`src/rtl/reg_xfer_sequencer_pkg.sv`:
```
// Shared definitions for the register-file transfer sequencer, the control unit and the register file.
// Holds the bus widths, the command opcodes and the sequencer state encodings.
package reg_xfer_sequencer_pkg;

  localparam int DATA_W     = 8;
  localparam int REG_ADDR_W = 4;

  typedef enum logic [1:0] {
    OP_RD  = 2'b00,
    OP_WR  = 2'b01,
    OP_MOV = 2'b10,
    OP_SWP = 2'b11
  } op_e;

  typedef enum logic [2:0] {
    ST_IDLE = 3'd0,
    ST_RD_A = 3'd1,
    ST_RD_B = 3'd2,
    ST_WR_A = 3'd3,
    ST_WR_B = 3'd4,
    ST_RESP = 3'd5
  } state_e;

  // Number of cycles from the accept edge to the first cycle showing rsp_valid.
  function automatic int unsigned op_latency(input op_e op);
    case (op)
      OP_RD:   op_latency = 32'd2;
      OP_WR:   op_latency = 32'd2;
      OP_MOV:  op_latency = 32'd3;
      OP_SWP:  op_latency = 32'd5;
      default: op_latency = 32'd0;
    endcase
  endfunction

endpackage

```
`src/rtl/reg_xfer_sequencer_if.sv`:
```
// Command, response and register-file port bundle of the transfer sequencer.
// The slave modport is the sequencer's view; the master modport is the controller / register-file side.
interface reg_xfer_sequencer_if;
  import reg_xfer_sequencer_pkg::*;

  logic                  cmd_valid;
  logic                  cmd_ready;
  logic [1:0]            cmd_op;
  logic [REG_ADDR_W-1:0] cmd_src;
  logic [REG_ADDR_W-1:0] cmd_dst;
  logic [DATA_W-1:0]     cmd_data;
  logic                  rsp_valid;
  logic                  rsp_ready;
  logic [DATA_W-1:0]     rsp_data;
  logic                  rf_dump;
  logic                  rf_load;
  logic [REG_ADDR_W-1:0] rf_regnum;
  logic [DATA_W-1:0]     rf_wdata;
  logic [DATA_W-1:0]     rf_rdata;
  logic                  busy;

  modport slave (
    input  cmd_valid, cmd_op, cmd_src, cmd_dst, cmd_data, rsp_ready, rf_rdata,
    output cmd_ready, rsp_valid, rsp_data, rf_dump, rf_load, rf_regnum, rf_wdata, busy
  );

  modport master (
    output cmd_valid, cmd_op, cmd_src, cmd_dst, cmd_data, rsp_ready, rf_rdata,
    input  cmd_ready, rsp_valid, rsp_data, rf_dump, rf_load, rf_regnum, rf_wdata, busy
  );

endinterface

```
`src/rtl/reg_xfer_sequencer.sv`:
```
// Command-driven initiator for the 16x8 register file port: sequences dump/load strobes for
// read, write, move and swap, and returns the transferred value on a held response.
module reg_xfer_sequencer
  import reg_xfer_sequencer_pkg::*;
(
  input  logic                 clk,
  input  logic                 reset,
  reg_xfer_sequencer_if.slave  bus
);

  state_e                state_q, state_d;
  op_e                   op_q, op_d;
  logic [REG_ADDR_W-1:0] src_q, src_d, dst_q, dst_d;
  logic [DATA_W-1:0]     data_q, data_d, tmp_a_q, tmp_a_d, tmp_b_q, tmp_b_d;
  logic                  cmd_ready_q, cmd_ready_d, busy_q, busy_d;
  logic                  rsp_valid_q, rsp_valid_d;
  logic [DATA_W-1:0]     rsp_data_q, rsp_data_d;
  logic                  rf_dump_q, rf_dump_d, rf_load_q, rf_load_d;
  logic [REG_ADDR_W-1:0] rf_regnum_q, rf_regnum_d;
  logic [DATA_W-1:0]     rf_wdata_q, rf_wdata_d;
  logic                  accept_s;

  // Next state, command latch, capture registers and next-cycle output decode.
  // Outputs are decoded from the next state so each registered strobe lines up with its state.
  always_comb begin
    accept_s = bus.cmd_valid & cmd_ready_q;
    op_d     = op_q;
    src_d    = src_q;
    dst_d    = dst_q;
    data_d   = data_q;
    if (accept_s) begin
      op_d   = op_e'(bus.cmd_op);
      src_d  = bus.cmd_src;
      dst_d  = bus.cmd_dst;
      data_d = bus.cmd_data;
    end else begin
      op_d   = op_q;
    end
    tmp_a_d = (state_q == ST_RD_A) ? bus.rf_rdata : tmp_a_q;
    tmp_b_d = (state_q == ST_RD_B) ? bus.rf_rdata : tmp_b_q;

    state_d = state_q;
    case (state_q)
      ST_IDLE: begin
        if (accept_s) begin
          state_d = (op_d == OP_WR) ? ST_WR_A : ST_RD_A;
        end else begin
          state_d = ST_IDLE;
        end
      end
      ST_RD_A: begin
        case (op_q)
          OP_SWP:  state_d = ST_RD_B;
          OP_MOV:  state_d = ST_WR_B;
          default: state_d = ST_RESP;
        endcase
      end
      ST_RD_B: state_d = ST_WR_A;
      ST_WR_A: state_d = (op_q == OP_SWP) ? ST_WR_B : ST_RESP;
      ST_WR_B: state_d = ST_RESP;
      ST_RESP: state_d = bus.rsp_ready ? ST_IDLE : ST_RESP;
      default: state_d = ST_IDLE;
    endcase

    cmd_ready_d = 1'b0;
    rsp_valid_d = 1'b0;
    rsp_data_d  = {DATA_W{1'b0}};
    rf_dump_d   = 1'b0;
    rf_load_d   = 1'b0;
    rf_regnum_d = {REG_ADDR_W{1'b0}};
    rf_wdata_d  = {DATA_W{1'b0}};
    case (state_d)
      ST_IDLE: cmd_ready_d = 1'b1;
      ST_RD_A: begin
        rf_dump_d   = 1'b1;
        rf_regnum_d = src_d;
      end
      ST_RD_B: begin
        rf_dump_d   = 1'b1;
        rf_regnum_d = dst_d;
      end
      ST_WR_A: begin
        rf_load_d   = 1'b1;
        rf_regnum_d = src_d;
        rf_wdata_d  = (op_d == OP_SWP) ? tmp_b_d : data_d;
      end
      ST_WR_B: begin
        rf_load_d   = 1'b1;
        rf_regnum_d = dst_d;
        rf_wdata_d  = tmp_a_d;
      end
      ST_RESP: begin
        rsp_valid_d = 1'b1;
        rsp_data_d  = (op_d == OP_WR) ? data_d : tmp_a_d;
      end
      default: cmd_ready_d = 1'b0;
    endcase
    busy_d = (state_d != ST_IDLE);
  end

  // State, latched command, capture registers and registered outputs.
  always_ff @(posedge clk or negedge reset) begin
    if (!reset) begin
      state_q     <= ST_IDLE;
      op_q        <= OP_RD;
      src_q       <= {REG_ADDR_W{1'b0}};
      dst_q       <= {REG_ADDR_W{1'b0}};
      data_q      <= {DATA_W{1'b0}};
      tmp_a_q     <= {DATA_W{1'b0}};
      tmp_b_q     <= {DATA_W{1'b0}};
      cmd_ready_q <= 1'b1;
      busy_q      <= 1'b0;
      rsp_valid_q <= 1'b0;
      rsp_data_q  <= {DATA_W{1'b0}};
      rf_dump_q   <= 1'b0;
      rf_load_q   <= 1'b0;
      rf_regnum_q <= {REG_ADDR_W{1'b0}};
      rf_wdata_q  <= {DATA_W{1'b0}};
    end else begin
      state_q     <= state_d;
      op_q        <= op_d;
      src_q       <= src_d;
      dst_q       <= dst_d;
      data_q      <= data_d;
      tmp_a_q     <= tmp_a_d;
      tmp_b_q     <= tmp_b_d;
      cmd_ready_q <= cmd_ready_d;
      busy_q      <= busy_d;
      rsp_valid_q <= rsp_valid_d;
      rsp_data_q  <= rsp_data_d;
      rf_dump_q   <= rf_dump_d;
      rf_load_q   <= rf_load_d;
      rf_regnum_q <= rf_regnum_d;
      rf_wdata_q  <= rf_wdata_d;
    end
  end

  assign bus.cmd_ready = cmd_ready_q;
  assign bus.busy      = busy_q;
  assign bus.rsp_valid = rsp_valid_q;
  assign bus.rsp_data  = rsp_data_q;
  assign bus.rf_dump   = rf_dump_q;
  assign bus.rf_load   = rf_load_q;
  assign bus.rf_regnum = rf_regnum_q;
  assign bus.rf_wdata  = rf_wdata_q;

endmodule
```
`src/flat_wrapper.sv`:
```
// flat-port wrapper written by rule: the top's interface ports become plain ports
module reg_xfer_sequencer_flat import reg_xfer_sequencer_pkg::*;
  (clk, reset, bus_cmd_valid, bus_cmd_op, bus_cmd_src, bus_cmd_dst, bus_cmd_data, bus_rsp_ready, bus_rf_rdata, bus_cmd_ready, bus_rsp_valid, bus_rsp_data, bus_rf_dump, bus_rf_load, bus_rf_regnum, bus_rf_wdata, bus_busy);
  reg_xfer_sequencer_if bus_i ();
  input  logic clk;
  input  logic reset;
  input wire logic [$bits(bus_i.cmd_valid)-1:0] bus_cmd_valid;
  input wire logic [$bits(bus_i.cmd_op)-1:0] bus_cmd_op;
  input wire logic [$bits(bus_i.cmd_src)-1:0] bus_cmd_src;
  input wire logic [$bits(bus_i.cmd_dst)-1:0] bus_cmd_dst;
  input wire logic [$bits(bus_i.cmd_data)-1:0] bus_cmd_data;
  input wire logic [$bits(bus_i.rsp_ready)-1:0] bus_rsp_ready;
  input wire logic [$bits(bus_i.rf_rdata)-1:0] bus_rf_rdata;
  output wire logic [$bits(bus_i.cmd_ready)-1:0] bus_cmd_ready;
  output wire logic [$bits(bus_i.rsp_valid)-1:0] bus_rsp_valid;
  output wire logic [$bits(bus_i.rsp_data)-1:0] bus_rsp_data;
  output wire logic [$bits(bus_i.rf_dump)-1:0] bus_rf_dump;
  output wire logic [$bits(bus_i.rf_load)-1:0] bus_rf_load;
  output wire logic [$bits(bus_i.rf_regnum)-1:0] bus_rf_regnum;
  output wire logic [$bits(bus_i.rf_wdata)-1:0] bus_rf_wdata;
  output wire logic [$bits(bus_i.busy)-1:0] bus_busy;
  assign bus_i.cmd_valid = bus_cmd_valid;
  assign bus_i.cmd_op = bus_cmd_op;
  assign bus_i.cmd_src = bus_cmd_src;
  assign bus_i.cmd_dst = bus_cmd_dst;
  assign bus_i.cmd_data = bus_cmd_data;
  assign bus_i.rsp_ready = bus_rsp_ready;
  assign bus_i.rf_rdata = bus_rf_rdata;
  assign bus_cmd_ready = bus_i.cmd_ready;
  assign bus_rsp_valid = bus_i.rsp_valid;
  assign bus_rsp_data = bus_i.rsp_data;
  assign bus_rf_dump = bus_i.rf_dump;
  assign bus_rf_load = bus_i.rf_load;
  assign bus_rf_regnum = bus_i.rf_regnum;
  assign bus_rf_wdata = bus_i.rf_wdata;
  assign bus_busy = bus_i.busy;
  reg_xfer_sequencer u_core (.clk(clk), .reset(reset), .bus(bus_i));
endmodule
```
`config.mk`:
```
export PLATFORM = sky130hd
export DESIGN_NAME = reg_xfer_sequencer_flat
export DESIGN_NICKNAME = d
export VERILOG_FILES = /design/src/rtl/reg_xfer_sequencer_pkg.sv /design/src/rtl/reg_xfer_sequencer_if.sv /design/src/rtl/reg_xfer_sequencer.sv /design/src/flat_wrapper.sv
export SDC_FILE = /design/constraint.sdc
export NUM_CORES = 1
export LEC_CHECK = 0
export CAP_MARGIN = 10
export CORE_UTILIZATION = 50
export DETAILED_ROUTE_END_ITERATION = 6
export HOLD_SLACK_MARGIN = 0.12
export PLACE_DENSITY = 0.78
export SYNTH_ARGS = -nofsm -noshare
export SYNTH_HDL_FRONTEND = slang
export SYNTH_SLANG_ARGS = --single-unit
```
`constraint.sdc`:
```
create_clock -name clk -period 2.48 [get_ports clk]
set_input_delay 0.744 -clock clk [delete_from_list [all_inputs] [get_ports clk]]
set_output_delay 0.744 -clock clk [all_outputs]
set_load 0.03 [all_outputs]
```
After elaboration in Yosys (flattened, before gate mapping). Cells that the tools add are included.

Bits in registers: 62. Input bits: 30. Output and inout bits: 25. Logic and storage cells: 58.

Equal/unequal tests: 14. Muxes and demuxes: 21. Bitwise gates (word level): 1. Reductions and logical operators: 7.

Operators by type and width (number): 2-to-1 mux 8 bit (6); one-hot mux 3 bit (6 select lines) (1); one-hot mux 8 bit (2 select lines) (1); equality test 3 x 2 -> 1 bit (second input constant) (4); equality test 3 bit (second input constant) (4); 2-to-1 mux 4 bit (2); one-hot mux 4 bit (2 select lines) (1); OR reduction 2 bit (4); equality test 2 bit (second input constant) (3); equality test 3 x 1 -> 1 bit (second input constant) (2); logical NOT 3 bit (2); 2-to-1 mux 3 bit (2); one-hot mux 3 bit (2 select lines) (1); 2-to-1 mux 1 bit (5); 2-to-1 mux 2 bit (2); nonzero test 3 bit (1); equality test 2 x 1 -> 1 bit (second input constant) (1); bitwise AND 1 bit (1).

Depth between registers and ports, before layout. Gate-level depths: netlist (run 1).

Word-level depth: 9. Gate-level depth with buffers: 8. Mapped depth without buffers: 6.

Worst setup path after synthesis (run 1). No wires, ideal clock.

Path type: input to register. Start: input bus_cmd_valid. End: register u_core.busy_q, in the netlist u_core.bus.busy. Setup time: 135 ps. Arrival time: 1796 ps. Data required time: 2345 ps. Path slack: 549 ps. Stages on the path: 7. Buffers on the path: 2. Path through: and2_1 buf_4 o21ai_2 buf_6 a2bb2oi_4 inv_2 or3_4.

Cells in the longest elaborated chain, start to end: 7.

Ends and longest elaborated chain: from (decl) (RTL line flat_wrapper.sv:7) `input wire logic [$bits(bus_i.cmd_valid)-1:0] bus_cmd_valid;`; bitwise AND 1 bit (*) (RTL line reg_xfer_sequencer.sv:26) `accept_s = bus.cmd_valid & cmd_ready_q;`; 2-to-1 mux 2 bit (RTL line reg_xfer_sequencer.sv:31) `if (accept_s) begin`; equality test 2 x 1 -> 1 bit (RTL line reg_xfer_sequencer.sv:46) `state_d = (op_d == OP_WR) ? ST_WR_A : ST_RD_A;`; 2-to-1 mux 2 bit (RTL line reg_xfer_sequencer.sv:46); 2-to-1 mux 3 bit (*) (RTL line reg_xfer_sequencer.sv:45) `if (accept_s) begin`; one-hot mux 3 bit (6 select lines) (*) (RTL line reg_xfer_sequencer.sv:43) `case (state_q)`; net u_core.state_d[1] (RTL line reg_xfer_sequencer.sv:11) `state_e state_q, state_d;`; nonzero test 3 bit (*) (RTL line reg_xfer_sequencer.sv:98) `busy_d = (state_d != ST_IDLE);`; net u_core.busy_d (RTL line reg_xfer_sequencer.sv:15) `logic cmd_ready_q, cmd_ready_d, busy_q, busy_d;`; to (signal assigned) (RTL line reg_xfer_sequencer.sv:128) `busy_q <= busy_d;`; to (decl) (RTL line reg_xfer_sequencer.sv:15).

Mark *: on every way through the listed nets, which the timed path passes. The rest lies on a longest branch.

Worst setup path in the final report (run 1).
Start: register u_core.cmd_ready_q, in the netlist u_core.bus.cmd_ready. End: output bus_cmd_ready.

RTL lines: from (decl) (RTL line reg_xfer_sequencer.sv:15); from (signal assigned) (RTL line reg_xfer_sequencer.sv:127) `cmd_ready_q <= cmd_ready_d;`; to (decl) (RTL line flat_wrapper.sv:14) `output wire logic [$bits(bus_i.cmd_ready)-1:0] bus_cmd_ready;`.

No word-level cell between the ends.

==> impl_metrics.csv, run 1 <==
group,metric,value,unit
logic_synthesis,syn_nets,217,
place,placed_area,0.00334,mm²
floorplan,rows,26,
global_route,track_usage,0.207,
logic_synthesis,postSynthAreaPerCell,14.1,µm²
cts,clkLatencyLatePin,0.33,ns
timing,setup_viol,0,
worst_setup_path,crit_required,1.74,ns
worst_setup_path,r2r_end,"u_core.bus.rf_wdata[0]$_DFF_PN0_",
logic_synthesis,synth_compound_area_frac,0.0994,
pwr,powerDensity,1320,mW/mm²
timing,finClkSkew,0.00921,ns
cts,cts_hold_buffers,0,
timing,tns,0,ns
logic_synthesis,synth_cells,187,
place,hpwlAfterDp,3440,µm
timing,timing.fmax,0.428,GHz
global_route,grt_pass1_wl,8270,µm
detailed_routing,viasPerCell,5.06,
detailed_routing,vias,1684,
timing,grt_setup_unrepaired,"false",
worst_setup_path,r2r_slack,0.54,ns
cts,cts.clk_slew.worst_paths,0.07,ns
logic_synthesis,synth_xor_area_frac,0,
cts,cts-resized-gates,0,
floorplan,die_area,0.00558,mm²
global_route,grt_overflow,0,
detailed_routing,ant_nets,0,
worst_setup_path,slowest_stage,"clkdlybuf4s50_1",
global_route,antenna_found_initial,0,
timing,drv_slew,0,
floorplan,die_h,74.7,µm
final_layout,final_nets,288,
worst_setup_path,cp.depth,1,
final_layout,drive_gt1_frac,0.304,
worst_setup_path,arrival,1.59,ns
logic_synthesis,synth_cell_type_count,35,
timing,min_period,2.34,ns
worst_setup_path,end_kind,"primary output",
logic_synthesis,synth_top_family_by_area,"multiplexers",
logic_synthesis,synth_top_area_frac,0.577,
logic_synthesis,ys_seq_area_frac,0.587,
worst_setup_path,worst-r2r-cell-count,5,
logic_synthesis,synth_simple_gate_area_share,0.0615,
job,drv_cap,0,
logic_synthesis,synth_top_cell_by_area,"dfrtp_1",
cts,cts.sinks,62,
worst_setup_path,path_max_fanout,5,
cts,post_cts.repair.setup_buffers,0,
final_layout,n_antenna_cell,0,
global_route,grt_max_degree,63,
detailed_routing,drc_errors,1,
timing,hold_slack,0.409,ns
worst_setup_path,r2r_start,"u_core.state_q[0]$_DFF_PN0_",
timing,tightest_slew,0.808,ns
logic_synthesis,synth_adder_area_share,0,
detailed_routing,wirelength,5130,µm
logic_synthesis,synth_area_leaders,"dfrtp_1 (58%), mux2_2 (11%), mux2i_1 (6.1%)",
worst_setup_path,slowest_delay,0.69,ns
final_layout,area_delta_synth_final,33.3,%
timing,finalHoldViolCount,0,
detailed_routing,wl_per_cell,15.4,µm
worst_setup_path,cp_num_buf_inv,1,
place,portBuffers,54,
global_route,grt_pass1_vias,1695,
logic_synthesis,yosysWarnings,0,
worst_setup_path,critPathKind,"reg2out",
timing,fin_crit_sh,0.943,
floorplan,io_pins,55,
hold_path,min_path_type,"in2async",
timing,timing.final.ws_setup,0.143,ns
logic_synthesis,synth-seq-cells,62,
worst_setup_path,worstPathCellList,"clkdlybuf4s50_1",
timing,relSlewSlack,0.458,
pwr,p_leak,1.57,nW
place,dp_slack,-0.0482,ns
floorplan,coreArea,0.00511,mm²
worst_setup_path,path_delay_family,"buffers and inverters",
cts,htree_levels,3,
cts,cts_root_buf,"clkbuf_8",
status,status,"complete, but fails checks",
place,globalplace.congestion,0.856,
logic_synthesis,synth_mux_area_frac,0.217,
detailed_routing,drt_iter0_markers,75,
cts,cts_buffers,9,
final_layout,fin_area,0.00352,mm²
cts,cts_tree,"done",
pwr,ir_drop,630,µV
floorplan,die_w,74.7,µm
pwr,fin_total_pwr,4.66,mW
cts,cts_buffer_depth,2,
floorplan,initial_core_util,0.518,
status,violations,"DRC",
logic_synthesis,syn_area,0.00264,mm²
detailed_routing,drt_first_pass_iters,6,
worst_setup_path,startpoint_type,"flop",
## layout by cell type (no fill, tap or decap), types with 2 or more instances in the layout
master           count
and2_1               2
inv_2                4
buf_12               2
mux2i_1             16
buf_4               10
clkbuf_8            12
clkdlybuf4s50_1     53
o21ai_2              3
a211oi_4             2
nand4b_1             2
inv_1                9
mux2_2              26
a22o_1               4
nand2_1              3
mux2_4               8
a21oi_1              4
nor2_1               9
dfrtp_1             61
clkinv_2             2
nand3_1              2
nand2b_1             3
o22ai_1              8
## worst max-delay path by stage
stage | start | to
floorplan | bus_cmd_valid | u_core.bus.busy$_DFF_PN0_
global placement | bus_cmd_valid | u_core.bus.rf_wdata[2]$_DFF_PN0_
detailed placement | bus_cmd_valid | u_core.bus.rf_wdata[2]$_DFF_PN0_
CTS | u_core.bus.cmd_ready$_DFF_PN1_ | bus_cmd_ready
global route | u_core.bus.cmd_ready$_DFF_PN1_ | bus_cmd_ready
finish | u_core.bus.cmd_ready$_DFF_PN1_ | bus_cmd_ready
## state kept, by name, summed over array words and instances (netlist names), 2 cells and up
| signal | count |
|---|---|
| u_core.bus.rf_wdata | 8 |
| u_core.bus.rsp_data | 8 |
| u_core.data_q | 8 |
| u_core.tmp_a_q | 8 |
| u_core.tmp_b_q | 8 |
| u_core.bus.rf_regnum | 4 |
| u_core.dst_q | 4 |
| u_core.src_q | 4 |
| u_core.state_q | 3 |
| u_core.op_q | 2 |
## routing by layer
metal	GRT usage	vias up	part of all wire
li1	-	794	-
met1	0.290	842	0.49
met2	0.318	43	0.46
met3	0.0428	5	0.041
met4	0.0818	0	0.010
met5	0	-	0
## cell usage after synthesis, drive strengths merged
master and n:
nand2 4, o21bai 1, inv 13, o31ai 1, or3 1, a2bb2oi 1
mux2 34, a22o 4, and2 2, dfstp 1, a21oi 4, o21ai 5
buf 6, nor2b 2, nand3 2, nor2 9, o21a 1, nand2b 3
o22ai 8, dfrtp 61, nor3 2, nand4b 2, a21o 1, a31o 1
mux2i 16, a211oi 2
## final cells by class
| class | instances | area (µm²) |
|---|---|---|
| fillers | 393 | 1580 |
| flip-flops and latches | 62 | 1550 |
| multi-input cells | 106 | 998 |
| repair buffers | 66 | 651 |
| clock buffers | 13 | 169 |
| well taps | 70 | 87.6 |
| inverters | 13 | 48.8 |
| clock inverters | 3 | 17.5 |
## per-stage QoR
step | std cells | utilization
6_report | 333 | 0.690
2_1_floorplan | 187 | -
5_1_grt | 333 | 0.690
3_5_place_dp | 317 | 0.654
3_3_place_gp | 317 | 0.654
4_1_cts | 333 | 0.690
## kinds of logic (layout without fill, tap and decap cells)
group,after synthesis,after routing
flip-flops,62,62
AND/OR/NAND/NOR,27,27
AO/OA/AOI/OAI,29,29
buffers and inverters,19,95
multiplexers,50,50
## where the power goes
| group | internal (mW) | total, mW | leakage (nW) | switching (mW) |
|---|---|---|---|---|
| Sequential | 1.44 | 1.64 | 0.776 | 0.208 |
| Clock | 0.441 | 0.809 | 0.0954 | 0.367 |
| Combinational | 1.08 | 2.21 | 0.694 | 1.12 |
No activity file was read; power rests on OpenSTA's default activity.
==> run 2: changes to the inputs <==
CORE_UTILIZATION = 46   (was 50)
PLACE_DENSITY = 0.76   (was 0.78)
RECOVER_POWER = 25   (was not set)
clock period = 2.01 ns   (was 2.48 ns; I/O delays follow)
==> run 2 against run 1 <==
Net effect:
- the flow now finishes without violations
- clock power rose by 23%
- die area rose by 8.5%
- clock skew fell by 0.00064 ns
- final cell count rose by 3.0%
- critical path type is now in2reg
- largest cell class unchanged
- largest power group unchanged
- highest routed layer unchanged
==> impl_metrics.csv, run 2 (same netlist as run 1, synthesis figures left out) <==
group,metric,value,unit
status,status,"completed",
timing,drv_slew,0,
final_layout,multi_input_area,0.00101,mm²
pwr,p_leak,1.62,nW
worst_setup_path,cp_num_buf_inv,2,
detailed_routing,wirelength,5600,µm
worst_setup_path,end_kind,"flop",
worst_setup_path,startpoint_type,"input pin",
worst_setup_path,worst-r2r-cell-count,5,
worst_setup_path,r2r_end,"u_core.bus.rsp_data[5]$_DFF_PN0_",
timing,timing.final.ws_setup,0.0498,ns
worst_setup_path,worstSetupEndpoint,"u_core.bus.busy$_DFF_PN0_",
cts,cts_root_buf,"clkbuf_8",
timing,tightest_slew,1.42,ns
place,hpwlAfterDp,3820,µm
final_layout,n_antenna_cell,0,
timing,setup_viol,0,
worst_setup_path,crit_required,2.21,ns
cts,cts_buffer_depth,2,
global_route,grt.busiest_layer,"met2",
final_layout,final_common_cell,"dfrtp_1",
global_route,use_met2,0.327,
global_route,met3_usage,0.0447,
place,dp_slack,-0.305,ns
worst_setup_path,arrival,2.16,ns
pwr,fin_total_pwr,5.90,mW
pwr,powerDensity,1640,mW/mm²
global_route,grt_pass1_wl,9180,µm
worst_setup_path,cp-startpoint,"bus_cmd_valid",
timing,fin_crit_sh,0.975,
cts,cts_buffers,9,
global_route,grt_overflow,0,
timing,timing.fmax,0.510,GHz
cts,htree_levels,3,
timing,relSlewSlack,0.0524,
floorplan,initial_core_util,0.480,
final_layout,num-fill-cells,420,
hold_path,min_path_type,"in2async",
global_route,grt_pass1_vias,1810,
timing,tns,0,ns
detailed_routing,drt_iter0_markers,76,
global_route,track_usage,0.206,
cts,cts_tree,"done",
worst_setup_path,critPathKind,"in2reg",
worst_setup_path,cp.depth,6,
cts,cts.clk_slew.worst_paths,0.06,ns
floorplan,io_pins,55,
place,globalplace.congestion,0.849,
final_layout,seq_area,0.00155,mm²
worst_setup_path,slowest_delay,0.55,ns
global_route,antenna_found_initial,0,
final_layout,final_core_util,0.653,
worst_setup_path,path_max_fanout,4,
timing,grt_setup_unrepaired,"true",
detailed_routing,wl_per_cell,16.3,µm
timing,finalHoldViolCount,0,
floorplan,die_h,77.8,µm
final_layout,mostFrequentLayoutCells,"dfrtp_1 (61), clkdlybuf4s50_1 (51), mux2_2 (26)",
worst_setup_path,slowest_stage,"clkdlybuf4s50_1",
final_layout,final_nets,297,
worst_setup_path,path_delay_family,"buffers and inverters",
job,drv_cap,0,
detailed_routing,drt_first_pass_iters,4,
detailed_routing,ant_nets,0,
cts,clkLatencyLatePin,0.33,ns
floorplan,coreArea,0.00551,mm²
timing,min_period,1.96,ns
floorplan,die_area,0.00605,mm²
worst_setup_path,r2r_slack,0.18,ns
detailed_routing,vias,1765,
timing,finClkSkew,0.00857,ns
floorplan,die_w,77.8,µm
timing,hold_slack,0.478,ns
cts,cts.sinks,62,
detailed_routing,viasPerCell,5.15,
place,portBuffers,54,
floorplan,rows,27,
cts,cts_hold_buffers,0,
global_route,grt_max_degree,35,
pwr,ir_drop,822,µV
global_route,grtUsageMet1,0.262,
detailed_routing,drc_errors,0,
final_layout,area_delta_synth_final,36.0,%
final_layout,drive_gt1_frac,0.325,
worst_setup_path,worstPathCellList,"clkdlybuf4s50_1, and2_1, o21ai_2, a2bb2oi_4, inv_2, or3_4",
worst_setup_path,r2r_start,"u_core.state_q[0]$_DFF_PN0_",
## run 2: what timing repair did
action                                  4_1_cts  5_1_grt
endpoints found under the hold margin         0        0
pin swaps                                     0        1
endpoints found under the setup margin        1       19
setup buffers                                 0        0
resized for setup                             1        3
## run 2: worst min-delay path by stage
| stage | end | slack (ns) | depth (start not counted) |
|---|---|---|---|
| floorplan | u_core.bus.busy$_DFF_PN0_ | 0.31 | 0 |
| global placement | u_core.tmp_b_q[6]$_DFF_PN0_ | 0.48 | 1 |
| detailed placement | u_core.tmp_b_q[2]$_DFF_PN0_ | 0.48 | 1 |
| CTS | u_core.dst_q[3]$_DFF_PN0_ | 0.28 | 2 |
| global route | u_core.dst_q[1]$_DFF_PN0_ | 0.51 | 1 |
| finish | u_core.bus.busy$_DFF_PN0_ | 0.48 | 2 |
## run 2: layout make-up
| class | instances | area share |
|---|---|---|
| repair buffers | 75 | 0.198 |
| inverters | 13 | 0.0136 |
| clock inverters | 2 | 0.00452 |
| flip-flops and latches | 62 | 0.432 |
| multi-input cells | 106 | 0.280 |
| well taps | 72 | 0.0251 |
| clock buffers | 13 | 0.0470 |
## run 2: report_power, final
group	leakage [nW]	internal [mW]	switching, mW
clock	0.0917	0.544	0.452
combinational	0.752	1.43	1.46
sequential	0.776	1.77	0.246
total	1.62	3.75	2.15
## run 2: routing by layer
metal | wire length [µm] | share of wire
met3 | 258 | 0.046
met2 | 2710 | 0.48
met5 | 0 | 0
met4 | 103 | 0.018
met1 | 2530 | 0.45
## run 2: worst register-to-register path: cells and delay by family, from the launching register on
| family | cells | cell delay (ns) |
|---|---|---|
| buf+inv | 1 | 0.19 |
| flops | 1 | 0.69 |
| mux | 2 | 0.55 |
| simple gates | 2 | 0.29 |
## run 2: metrics by stage
stage	cell area [µm²]	std cells
floorplan	2640	187
global placement	3410	328
detailed placement	3410	328
CTS	3590	343
global route	3600	343
finish	3600	343
==> RTL change, RTL diff (flow settings as in run 1) <==
Encoding of `state_e`: now one-hot (6 bits for 6 states).
--- a/src/rtl/reg_xfer_sequencer_pkg.sv
+++ b/src/rtl/reg_xfer_sequencer_pkg.sv
@@ -13,11 +13,11 @@
   } op_e;
 
-  typedef enum logic [2:0] {
-    ST_IDLE = 3'd0,
-    ST_RD_A = 3'd1,
-    ST_RD_B = 3'd2,
-    ST_WR_A = 3'd3,
-    ST_WR_B = 3'd4,
-    ST_RESP = 3'd5
+  typedef enum logic [5:0] {
+    ST_IDLE = 6'b000001,
+    ST_RD_A = 6'b000010,
+    ST_RD_B = 6'b000100,
+    ST_WR_A = 6'b001000,
+    ST_WR_B = 6'b010000,
+    ST_RESP = 6'b100000
   } state_e;
 
Behaviour: no difference found for any inputs over 10 cycles, from zero or initial values and one cycle with reset low; not proved beyond that.
==> RTL change against run 1 <==
Setup slack better by 18 ps; clock power up 0.6%; cell area up 3.9%; die area up 6.0%; sequential cell count up 3; total power down 16%; synthesized cell count up 18%; global-route usage up 1.7 points; wire length up 16%; clock skew down 4.2 ps; via count up 19%; sequential share of layout area up 0.41 points; maximum frequency up 0.76%; synthesized area up 6.2%; critical path type unchanged; critical endpoint unchanged.
==> RTL change: results (changes against run 1) <==
POWER.SHARE.CLOCK=0.209  # +0.035
FLOP2FLOP_SETUP_SLACK_PS=590  # +50 ps
INTERNAL-POWER_mW=2.51  # -15%
ROUTE.VIAS.TOTAL=2002  # +19%
SYNTH.TOP_CELLS.BY_COUNT='63 x sky130_fd_sc_hd__dfrtp_1, 20 x sky130_fd_sc_hd__nor2_1, 17 x sky130_fd_sc_hd__mux2_2'
PRE_CTS_WS_PS=68.5  # +117 ps
VDD_IR_DROP_MAX_mV=0.526  # -17%
POWER.STATIC_LEAKAGE_nW=1.80  # +15%
CLOCK_SKEW_PS=5.05  # -4.16 ps
N_FILL_CELL=397  # +1.0%
WORST_R2R_SRC='u_core.state_q[1]'
GRT_USE_TOTAL=0.224  # +0.0170
FIRST_GLOBAL_VIAS=1967  # +16%
DRT-INITIAL-DRC-COUNT=101  # +35%
MAX-SLEW-MARGIN-REL=0.696  # +0.237
SYNTH_AREA_PER_CELL_UM2=12.7  # -10%
PLACE.DETAILED.HPWL_MM=4.29  # +25%
GLOBAL_ROUTE_WIRE_LENGTH_BEFORE_REPAIR_MM=9.75  # +18%
CELLPOWERDENSITY_mW_PER_MM2=1070  # -19%
LARGEST_NET_DEGREE_AT_THE_START_OF_GLOBAL_ROUTING=38  # -40%
FIN_NETS=319  # +11%
YOSYSWARNINGS=0  # unchanged
CP_SLOWEST_STAGE_DELAY_PS=680
POWER.COMBINATIONAL.FRACTION=0.390  # -0.084
STATUS='complete, no violations'
GPL.FINAL_WEIGHTED_CONGESTION=0.853  # -0.37%
SYNTH_AREA_LEADERS='sky130_fd_sc_hd__dfrtp_1 56%, sky130_fd_sc_hd__mux2_2 6.8%, sky130_fd_sc_hd__a211oi_2 3.6%, sky130_fd_sc_hd__mux2i_1 2.9%, sky130_fd_sc_hd__nor2_1 2.7%'
DP.CELLS=348  # +9.8%
ROUTE.FINAL.WIRE_LENGTH_MM=5.97  # +16%
==> RTL change: layout make-up <==
class	count	area [um^2]	share of cell area
flip-flops and latches	65	1630	0.445
multi-input cells	132	1060	0.288
repair buffers	67	658	0.180
clock buffers	12	165	0.0451
well taps	70	87.6	0.0239
inverters	14	52.6	0.0143
clock inverters	3	15.0	0.00410
==> RTL change: metal layers <==
layer | global-route usage | part of all wire | vias up
li1 | - | - | 939
met2 | 0.345 | 0.48 | 54
met4 | 0.121 | 0.021 | 0
met1 | 0.290 | 0.46 | 999
met3 | 0.0548 | 0.045 | 10
met5 | 0 | 0 | -
==> RTL change: how the worst max path moves through the flow <==
| stage | depth (start not counted) | endpoint | start | slack, ps |
|---|---|---|---|---|
| after floorplan | 5 | u_core.bus.rsp_data[6] | bus_cmd_op[1] | 630 |
| final | 1 | bus_cmd_ready | u_core.bus.cmd_ready | 160 |
| after global placement | 5 | u_core.bus.rf_wdata[5] | bus_cmd_valid | 100 |
| after detailed placement | 5 | u_core.bus.rf_wdata[0] | bus_cmd_valid | 70 |
| after global routing | 1 | bus_cmd_ready | u_core.bus.cmd_ready | 110 |
| after CTS | 1 | bus_cmd_ready | u_core.bus.cmd_ready | 140 |
==> RTL change: stage by stage <==
step	instance area, um^2	hold WS, ps
after floorplan	2810	448
after global placement	3480	459
after detailed placement	3480	468
after CTS	3660	409
after global routing	3660	431
final	3660	407
==> RTL change: cells by family after synthesis <==
family	Yosys count	synth area share
AO/OA/AOI/OAI	50	0.152
AND/OR/NAND/NOR	56	0.125
XOR/XNOR	1	0.00312
multiplexers	25	0.0967
buffers and inverters	24	0.0437
flip-flops	65	0.580
